**src/rtl/decode_dataflow_ctrl.sv**
```systemverilog
// decode_dataflow_ctrl: frame sequencer for the decode dataflow chain, with an
// in-fabric stall watchdog that latches a sticky deadlock flag.
`default_nettype none

module decode_dataflow_ctrl #(
  parameter int N_STAGES    = 9,
  parameter int STALL_LIMIT = 1024,
  parameter int CNT_W       = 32
) (
  input  logic                ap_clk,
  input  logic                ap_rst,
  input  logic                ap_start,
  output logic                ap_ready,
  output logic                ap_done,
  input  logic                ap_continue,
  output logic                ap_idle,
  output logic [N_STAGES-1:0] stg_start,
  input  logic [N_STAGES-1:0] stg_ready,
  input  logic [N_STAGES-1:0] stg_done,
  output logic [N_STAGES-1:0] stg_continue,
  input  logic [N_STAGES-1:0] stg_idle,
  input  logic [N_STAGES-1:0] stg_block,
  output logic                deadlock,
  output logic [CNT_W-1:0]    frame_cnt
);

  localparam int SC_W = $clog2(STALL_LIMIT + 1);
  localparam logic [SC_W-1:0] STALL_LAST = SC_W'(STALL_LIMIT - 1);

  typedef enum logic [1:0] {
    S_IDLE = 2'd0,
    S_RUN  = 2'd1,
    S_DONE = 2'd2,
    S_HALT = 2'd3
  } state_e;

  state_e              state_q, state_d;
  logic [N_STAGES-1:0] start_pend_q, start_pend_d;
  logic [N_STAGES-1:0] done_seen_q, done_seen_d;
  logic [SC_W-1:0]     stall_cnt_q, stall_cnt_d;
  logic                ap_ready_q, ap_ready_d;
  logic                ap_done_q, ap_done_d;
  logic                deadlock_q, deadlock_d;
  logic [CNT_W-1:0]    frame_cnt_q, frame_cnt_d;

  logic [N_STAGES-1:0] accept_w, fin_w, busy_w;
  logic                stall_w;

  assign stg_continue = {N_STAGES{state_q == S_RUN}} & ~done_seen_q;
  assign ap_idle      = (state_q == S_IDLE);
  assign stg_start    = start_pend_q;
  assign ap_ready     = ap_ready_q;
  assign ap_done      = ap_done_q;
  assign deadlock     = deadlock_q;
  assign frame_cnt    = frame_cnt_q;

  assign accept_w = start_pend_q & stg_ready;
  assign fin_w    = stg_done & stg_continue;
  // A stage that already reported done no longer counts as busy.
  assign busy_w   = ~stg_idle & ~done_seen_q;
  assign stall_w  = (busy_w != '0) && ((busy_w & ~stg_block) == '0);

  always_comb begin
    state_d      = state_q;
    start_pend_d = start_pend_q;
    done_seen_d  = done_seen_q;
    stall_cnt_d  = '0;
    ap_ready_d   = 1'b0;
    ap_done_d    = ap_done_q;
    deadlock_d   = deadlock_q;
    frame_cnt_d  = frame_cnt_q;
    case (state_q)
      S_IDLE: begin
        if (ap_start) begin
          state_d      = S_RUN;
          start_pend_d = '1;
          done_seen_d  = '0;
        end
      end
      S_RUN: begin
        start_pend_d = start_pend_q & ~accept_w;
        done_seen_d  = done_seen_q | fin_w;
        ap_ready_d   = (start_pend_q != '0) && (start_pend_d == '0);
        if (stall_w && (stall_cnt_q == STALL_LAST)) begin
          state_d      = S_HALT;
          deadlock_d   = 1'b1;
          start_pend_d = '0;
          ap_ready_d   = 1'b0;
        end else begin
          if (stall_w) begin
            stall_cnt_d = stall_cnt_q + 1'b1;
          end
          if ((start_pend_d == '0) && (&done_seen_d)) begin
            state_d   = S_DONE;
            ap_done_d = 1'b1;
          end
        end
      end
      S_DONE: begin
        if (ap_continue) begin
          state_d     = S_IDLE;
          ap_done_d   = 1'b0;
          frame_cnt_d = frame_cnt_q + 1'b1;
        end
      end
      default: begin
        state_d = S_HALT;
      end
    endcase
  end

  always_ff @(posedge ap_clk or posedge ap_rst) begin
    if (ap_rst) begin
      state_q      <= S_IDLE;
      start_pend_q <= '0;
      done_seen_q  <= '0;
      stall_cnt_q  <= '0;
      ap_ready_q   <= 1'b0;
      ap_done_q    <= 1'b0;
      deadlock_q   <= 1'b0;
      frame_cnt_q  <= '0;
    end else begin
      state_q      <= state_d;
      start_pend_q <= start_pend_d;
      done_seen_q  <= done_seen_d;
      stall_cnt_q  <= stall_cnt_d;
      ap_ready_q   <= ap_ready_d;
      ap_done_q    <= ap_done_d;
      deadlock_q   <= deadlock_d;
      frame_cnt_q  <= frame_cnt_d;
    end
  end

endmodule

`default_nettype wire

```
**config.mk**
```make
export PLATFORM = sky130hd
export DESIGN_NAME = decode_dataflow_ctrl
export DESIGN_NICKNAME = d
export VERILOG_FILES = /design/src/rtl/decode_dataflow_ctrl.sv
export SDC_FILE = /design/constraint.sdc
export NUM_CORES = 1
export LEC_CHECK = 0
export BUFFER_PORTS_ARGS = -buffer_cell sky130_fd_sc_hd__buf_4
export CAP_MARGIN = 20
export CORE_MARGIN = 2
export CORE_UTILIZATION = 50
export CTS_CLUSTER_DIAMETER = 60
export DETAILED_ROUTE_END_ITERATION = 8
export PLACE_DENSITY = 0.78
export SLEW_MARGIN = 40
export SYNTH_ARGS = -nofsm -noshare
export SYNTH_HDL_FRONTEND = slang
export SYNTH_SLANG_ARGS = --single-unit
```
**constraint.sdc**
```tcl
create_clock -name ap_clk -period 2.2 [get_ports ap_clk]
set_input_delay 0.11 -clock ap_clk [delete_from_list [all_inputs] [get_ports ap_clk]]
set_output_delay 0.11 -clock ap_clk [all_outputs]
set_load 0.03 [all_outputs]
```
# ---- After elaboration in Yosys (flattened, before gate mapping)
# Cells that the tools add are included.
dict set report op_classes {
  n_addsub 2
  n_eq_ne 8
  muxes 19
  bitwise 11
  n_reduce_logical 17
}
# operator count
set op_table {}
lappend op_table {{bitwise AND 9 bit} 6}
lappend op_table {{NOT 9 bit} 4}
lappend op_table {{one-hot mux 9 bit (2 select lines)} 2}
lappend op_table {{two-way mux 11 bit} 3}
lappend op_table {{adder 32 x 1 -> 32 bit (second input constant)} 1}
lappend op_table {{two-way mux 9 bit} 3}
lappend op_table {{logical NOT 9 bit} 2}
lappend op_table {{nonzero test 9 bit} 2}
lappend op_table {{adder 11 x 1 -> 11 bit (second input constant)} 1}
lappend op_table {{equality test 11 x 10 -> 1 bit (second input constant)} 1}
lappend op_table {{bitwise OR 9 bit} 1}
lappend op_table {{AND reduction 9 bit} 1}
lappend op_table {{two-way mux 2 bit} 4}
lappend op_table {{inequality test 2 bit (second input constant)} 3}
lappend op_table {{one-hot mux 2 bit (3 select lines)} 1}
lappend op_table {{AND reduction 2 bit} 3}
lappend op_table {{two-way mux 1 bit} 5}
lappend op_table {{logical AND 1 bit} 4}
lappend op_table {{AND reduction 4 bit} 1}
lappend op_table {{nonzero test 2 bit} 2}
lappend op_table {{inequality test 3 x 1 -> 1 bit (second input constant)} 1}
lappend op_table {{AND reduction 3 bit} 1}
lappend op_table {{equality test 2 x 1 -> 1 bit (second input constant)} 1}
lappend op_table {{equality test 2 bit (second input constant)} 1}
lappend op_table {{3 further kinds} 3}
dict set report totals {
  regBits 66
  inputBits 40
  out_inout_bits 54
  elab_cells 65
}

# ---- Depth between registers and ports, before layout
dict set report logic_depth {
  ltp_word 9
  ltp_mapped 8
  ltp_nobuf 6
}

# ---- Least setup slack after synthesis
# No wires, ideal clock.
dict set report synth_timing {
  path_kind {reg-to-reg}
  from {register frame_cnt_q[0] (netlist: frame_cnt[0])}
  to {register frame_cnt_q[16] (netlist: frame_cnt[16])}
  setup_time_ns 0.133
  t_arrival_ns 1.675
  t_required_ns 2.067
  slack_ns 0.392
  stages_incl_launch_ff 7
  n_path_buf 0
  period_less_slack_ns 1.808
  cell_sequence {dfrtp_1 ha_1 nand3_1 or2_1 nor3_1 nand4_1 xnor2_1}
}
dict set report synth_between {
  elab_chain_len 1
}
# item line_no
set synth_rtl {}
lappend synth_rtl {{start: declaration} 44} ;# logic [CNT_W-1:0] frame_cnt_q, frame_cnt_d;
lappend synth_rtl {{start signal: assignment} 130} ;# frame_cnt_q <= frame_cnt_d;
lappend synth_rtl {{adder 32 x 1 -> 32 bit} 103} ;# frame_cnt_d = frame_cnt_q + 1'b1;
# Every way passes these cells.
# A chain may end at the register's enable or synchronous reset.

# ---- Worst setup path in the final report
dict set report layout_timing {
  from {register stall_cnt_q[0]}
  to {register state_q[1]}
}
dict set report layout_between {
  elab_chain_len 4
  elab_cells_between_ends 6
  cone_classes {2 x eq/ne; 2 x mux; 2 x reduce/logical}
}
# item line_no
set layout_rtl {}
lappend layout_rtl {{start: declaration} 40} ;# logic [SC_W-1:0] stall_cnt_q, stall_cnt_d;
lappend layout_rtl {{start signal: assignment} 126} ;# stall_cnt_q <= stall_cnt_d;
lappend layout_rtl {{equality test 11 x 10 -> 1 bit *} 84} ;# if (stall_w && (stall_cnt_q == STALL_LAST)) begin
lappend layout_rtl {{logical AND 1 bit *} 84}
lappend layout_rtl {{inequality test 3 x 1 -> 1 bit (no source line) or two-way mux 2 bit (tied branches)} n/a}
lappend layout_rtl {{AND reduction 3 bit (no source line) or one-hot mux 2 bit (3 select lines) (tied branches)} n/a}
lappend layout_rtl {{end signal: assignment} 123} ;# state_q <= state_d;
lappend layout_rtl {{end: declaration} 37} ;# state_e state_q, state_d;
# Every way passes the cells marked *; elsewhere a longest branch is shown, timed or not.

==> results.py <==
metrics = {
    "global_route": {
        "grt_max_degree": 42,
        "grt_pass1_vias": 2895,
        "antenna_found_initial": 0,
        "overflow": 0,
        "grt_pass1_wl_um": 13100,
        "track_usage_pct": 22.7,
    },
    "worst_setup_path": {
        "cp-end-kind": "flip-flop",
        "rr_worst_depth": 6,
        "rrSetupSlack_ns": 0.25,
        "critPathArrivalTime_ns": 2.22,
        "cp.required_ns": 2.46,
        "rr_endpoint": "state_q[1]",
        "path_class": "flip-flop to flip-flop",
        "reg2reg_from": "stall_cnt_q[0]",
        "critPathMaxFanout": 9,
        "startpoint_type": "flip-flop",
    },
    "clock_tree": {
        "clkTransAtPathRegs_ns": 0.07,
        "cts_tree": "built",
        "numCtsBuffers": 9,
        "htreeDepth": 3,
        "insertion_delay_ns": 0.34,
        "cts_max_path_buffers": 2,
        "clkSinkCount": 66,
        "cts_root_buf": "clkbuf_8",
    },
    "drt": {
        "routed_wl_um": 7570,
        "drtIter0Drc": 144,
        "wl_per_cell_um": 14.5,
        "met2_wirelength_um": 3440,
        "wl_met1_um": 3390,
        "highest_layer": "met4",
        "dr.pass1.iters": 4,
        "ant_nets": 0,
        "post-route-drc-count": 0,
        "drt-vias-per-instance": 5.52,
        "wl_met3_um": 572,
        "dr_total_vias": 2882,
    },
    "job": {
        "maxCapViolations": 0,
    },
    "cells_and_area": {
        "antenna_cells": 0,
        "fin_nets": 482,
        "final_util_pct": 66.9,
        "area_growth_pct": 30.8,
        "drive_above_1_share_pct": 26.7,
        "fillers": 536,
    },
    "floorplanning": {
        "die-area_um2": 7080,
        "core_um2": 6280,
        "fp.dieW_um": 84.1,
        "row_count": 29,
        "start_util_pct": 51.1,
        "die_y_um": 84.1,
        "ios": 94,
    },
    "hold_path": {
        "hold_path.class": "input port to flip-flop",
        "hold_path_end": "done_seen_q[0]",
        "hold_path_depth": 3,
        "holdCritStartpoint": "stg_done[0]",
    },
    "sta": {
        "finalCritPeriodShare_pct": 88.9,
        "slew_violations": 0,
        "worstMarginPinSlew_ns": 0.574,
        "worst_slack_ns": 0.245,
        "finalSetupViolCount": 0,
        "period_needed_ns": 1.95,
        "max_freq_mhz": 512,
        "finClkSkew_ns": 0.00719,
        "rsz0062_at_grt": "false",
        "tns_ns": 0,
        "max_slew_margin_pct": 61.7,
        "finalHoldViolCount": 0,
    },
    "power_and_ir_drop": {
        "vdd_drop_max_v": 0.000329,
        "leakage_nw": 2.10,
        "power_density_nw_per_um2": 526,
    },
    "place": {
        "hpwl_um": 5570,
        "gp_congestion": 0.899,
        "preCtsSetupSlack_ns": 0.261,
        "portBuffers": 93,
    },
    "synthesis": {
        "synth_area_leaders": "dfrtp_1, xnor2_1, a21oi_1",
        "synthMostInstantiatedCell": "dfrtp_1",
        "syn-num-nets": 379,
        "synth_warnings": 0,
        "synthDominantCellAreaShare_pct": 51.5,
        "synth_cells": 337,
        "post-synth-top-area-cell": "dfrtp_1",
        "synth.distinct_cells": 43,
        "netlist_area_um2": 3210,
        "synth_flop_cell": "dfrtp_1",
        "seq_area_frac_synth_pct": 51.5,
        "synth-edff-count": 0,
        "synth-async-reset-ratio_pct": 100,
        "avgSynthCellArea_um2": 9.52,
        "synth_seq_cells": 66,
        "yosys-top-cells-count": "dfrtp_1, a21oi_1, nor2_1, xnor2_1, nand2_1",
    },
    "status": {
        "status": "completed",
    },
}
==> worst max path at each step <==
| stage | slack, ns | depth (start not counted) | end | startpoint |
|---|---|---|---|---|
| after CTS | 0.25 | 6 | state_q[0] | stall_cnt_q[0] |
| final | 0.25 | 6 | state_q[1] | stall_cnt_q[0] |
| after floorplan | 0.39 | 6 | frame_cnt[16] | frame_cnt[0] |
| after global placement | 0.33 | 6 | state_q[0] | stall_cnt_q[0] |
| after global routing | 0.07 | 5 | frame_cnt[15] | state_q[1] |
| after detailed placement | 0.26 | 6 | state_q[0] | stall_cnt_q[0] |
==> worst max-delay path: stages, from the launching register on <==
cell and delay, ns:
dfrtp_1 0.38, ha_1 0.24, and4_4 0.27, nand2_2 0.05
a2111o_1 0.53, or2_0 0.26, a31oi_1 0.16
==> where the power goes <==
part	switching [W]	total, W	internal (W)
combinational	0.0000552	0.000114	0.0000590
clock	0.000446	0.000882	0.000436
sequential	0	0.00121	0.00121
==> area by class of cell <==
cell class	count	area, um^2	share of cell area [%]
repair buffers	100	766	18.2
inverters	11	41.3	0.984
clock buffers	13	149	3.55
well taps	77	96.3	2.30
clock inverters	3	15.0	0.358
flip-flops and latches	66	1650	39.3
multi-input cells	252	1480	35.2
==> timing repair <==
| item | 4_1_cts | 5_1_grt |
|---|---|---|
| buffers inserted | 0 | 0 |
| gates resized for setup | 0 | 0 |
| hold buffers | 1 | 0 |
| hold endpoints to repair | 25 | 0 |
==> routing by layer <==
metal / global-route usage (%) / vias up
met5: 0 / -
met4: 11.1 / 0
met3: 5.54 / 19
met2: 35.0 / 135
met1: 30.2 / 1345
li1: - / 1383
==> stage by stage <==
| step | hold slack, ns | instance area [um^2] | std cells | power, W |
|---|---|---|---|---|
| after global routing | 0.0483 | 4200 | 522 | 0.00229 |
| after detailed placement | 0.210 | 4020 | 505 | 0.00135 |
| final | 0.0433 | 4200 | 522 | 0.00221 |
| after global placement | 0.207 | 4020 | 505 | 0.00135 |
| after floorplan | 0.270 | 3210 | 337 | 0.00127 |
| after CTS | 0.0313 | 4200 | 522 | 0.00222 |
==> cells by family (layout without fill, tap and decap cells) <==
kind of cell | Yosys count | in the layout | share of synthesized area (%)
and+or+nand+nor | 143 | 143 | 22.7
AOI/OAI and AO/OA | 68 | 68 | 12.0
DFF | 66 | 66 | 51.5
xor gates and xnor gates | 39 | 39 | 10.6
buffers and inverters | 19 | 127 | 2.46
adders and majority gates | 2 | 2 | 0.780
==> placed cells by master, fill, tap and decap left out, drive strengths merged <==
cell and n:
nand4b 1, nor2 40, nand4 10, inv 11
a2111o 1, and4 5, a21oi 42, o2111ai 1
a21o 1, clkinv 3, xor2 12, o22ai 4
nand3 14, nor4 4, dlygate4sd3 1, and3 8
and3b 1, a2111oi 1, ha 2, buf 99
xnor2 27, o21ai 10, nand2 24, a222oi 1
o21a 1, o21bai 4, a2bb2oi 1, nand3b 1
dfrtp 66, nand2b 2, nor3 21, nor2b 6
clkbuf 13, or2 4, and2 2, a31oi 1
==> sequential cells by signal, indices dropped and copies added, names as in the netlist <==
signal,count
state_q,2
frame_cnt,32
stall_cnt_q,11
deadlock,1
ap_done,1
ap_ready,1
done_seen_q,9
stg_start,9
(Power assumes the default switching activity.)
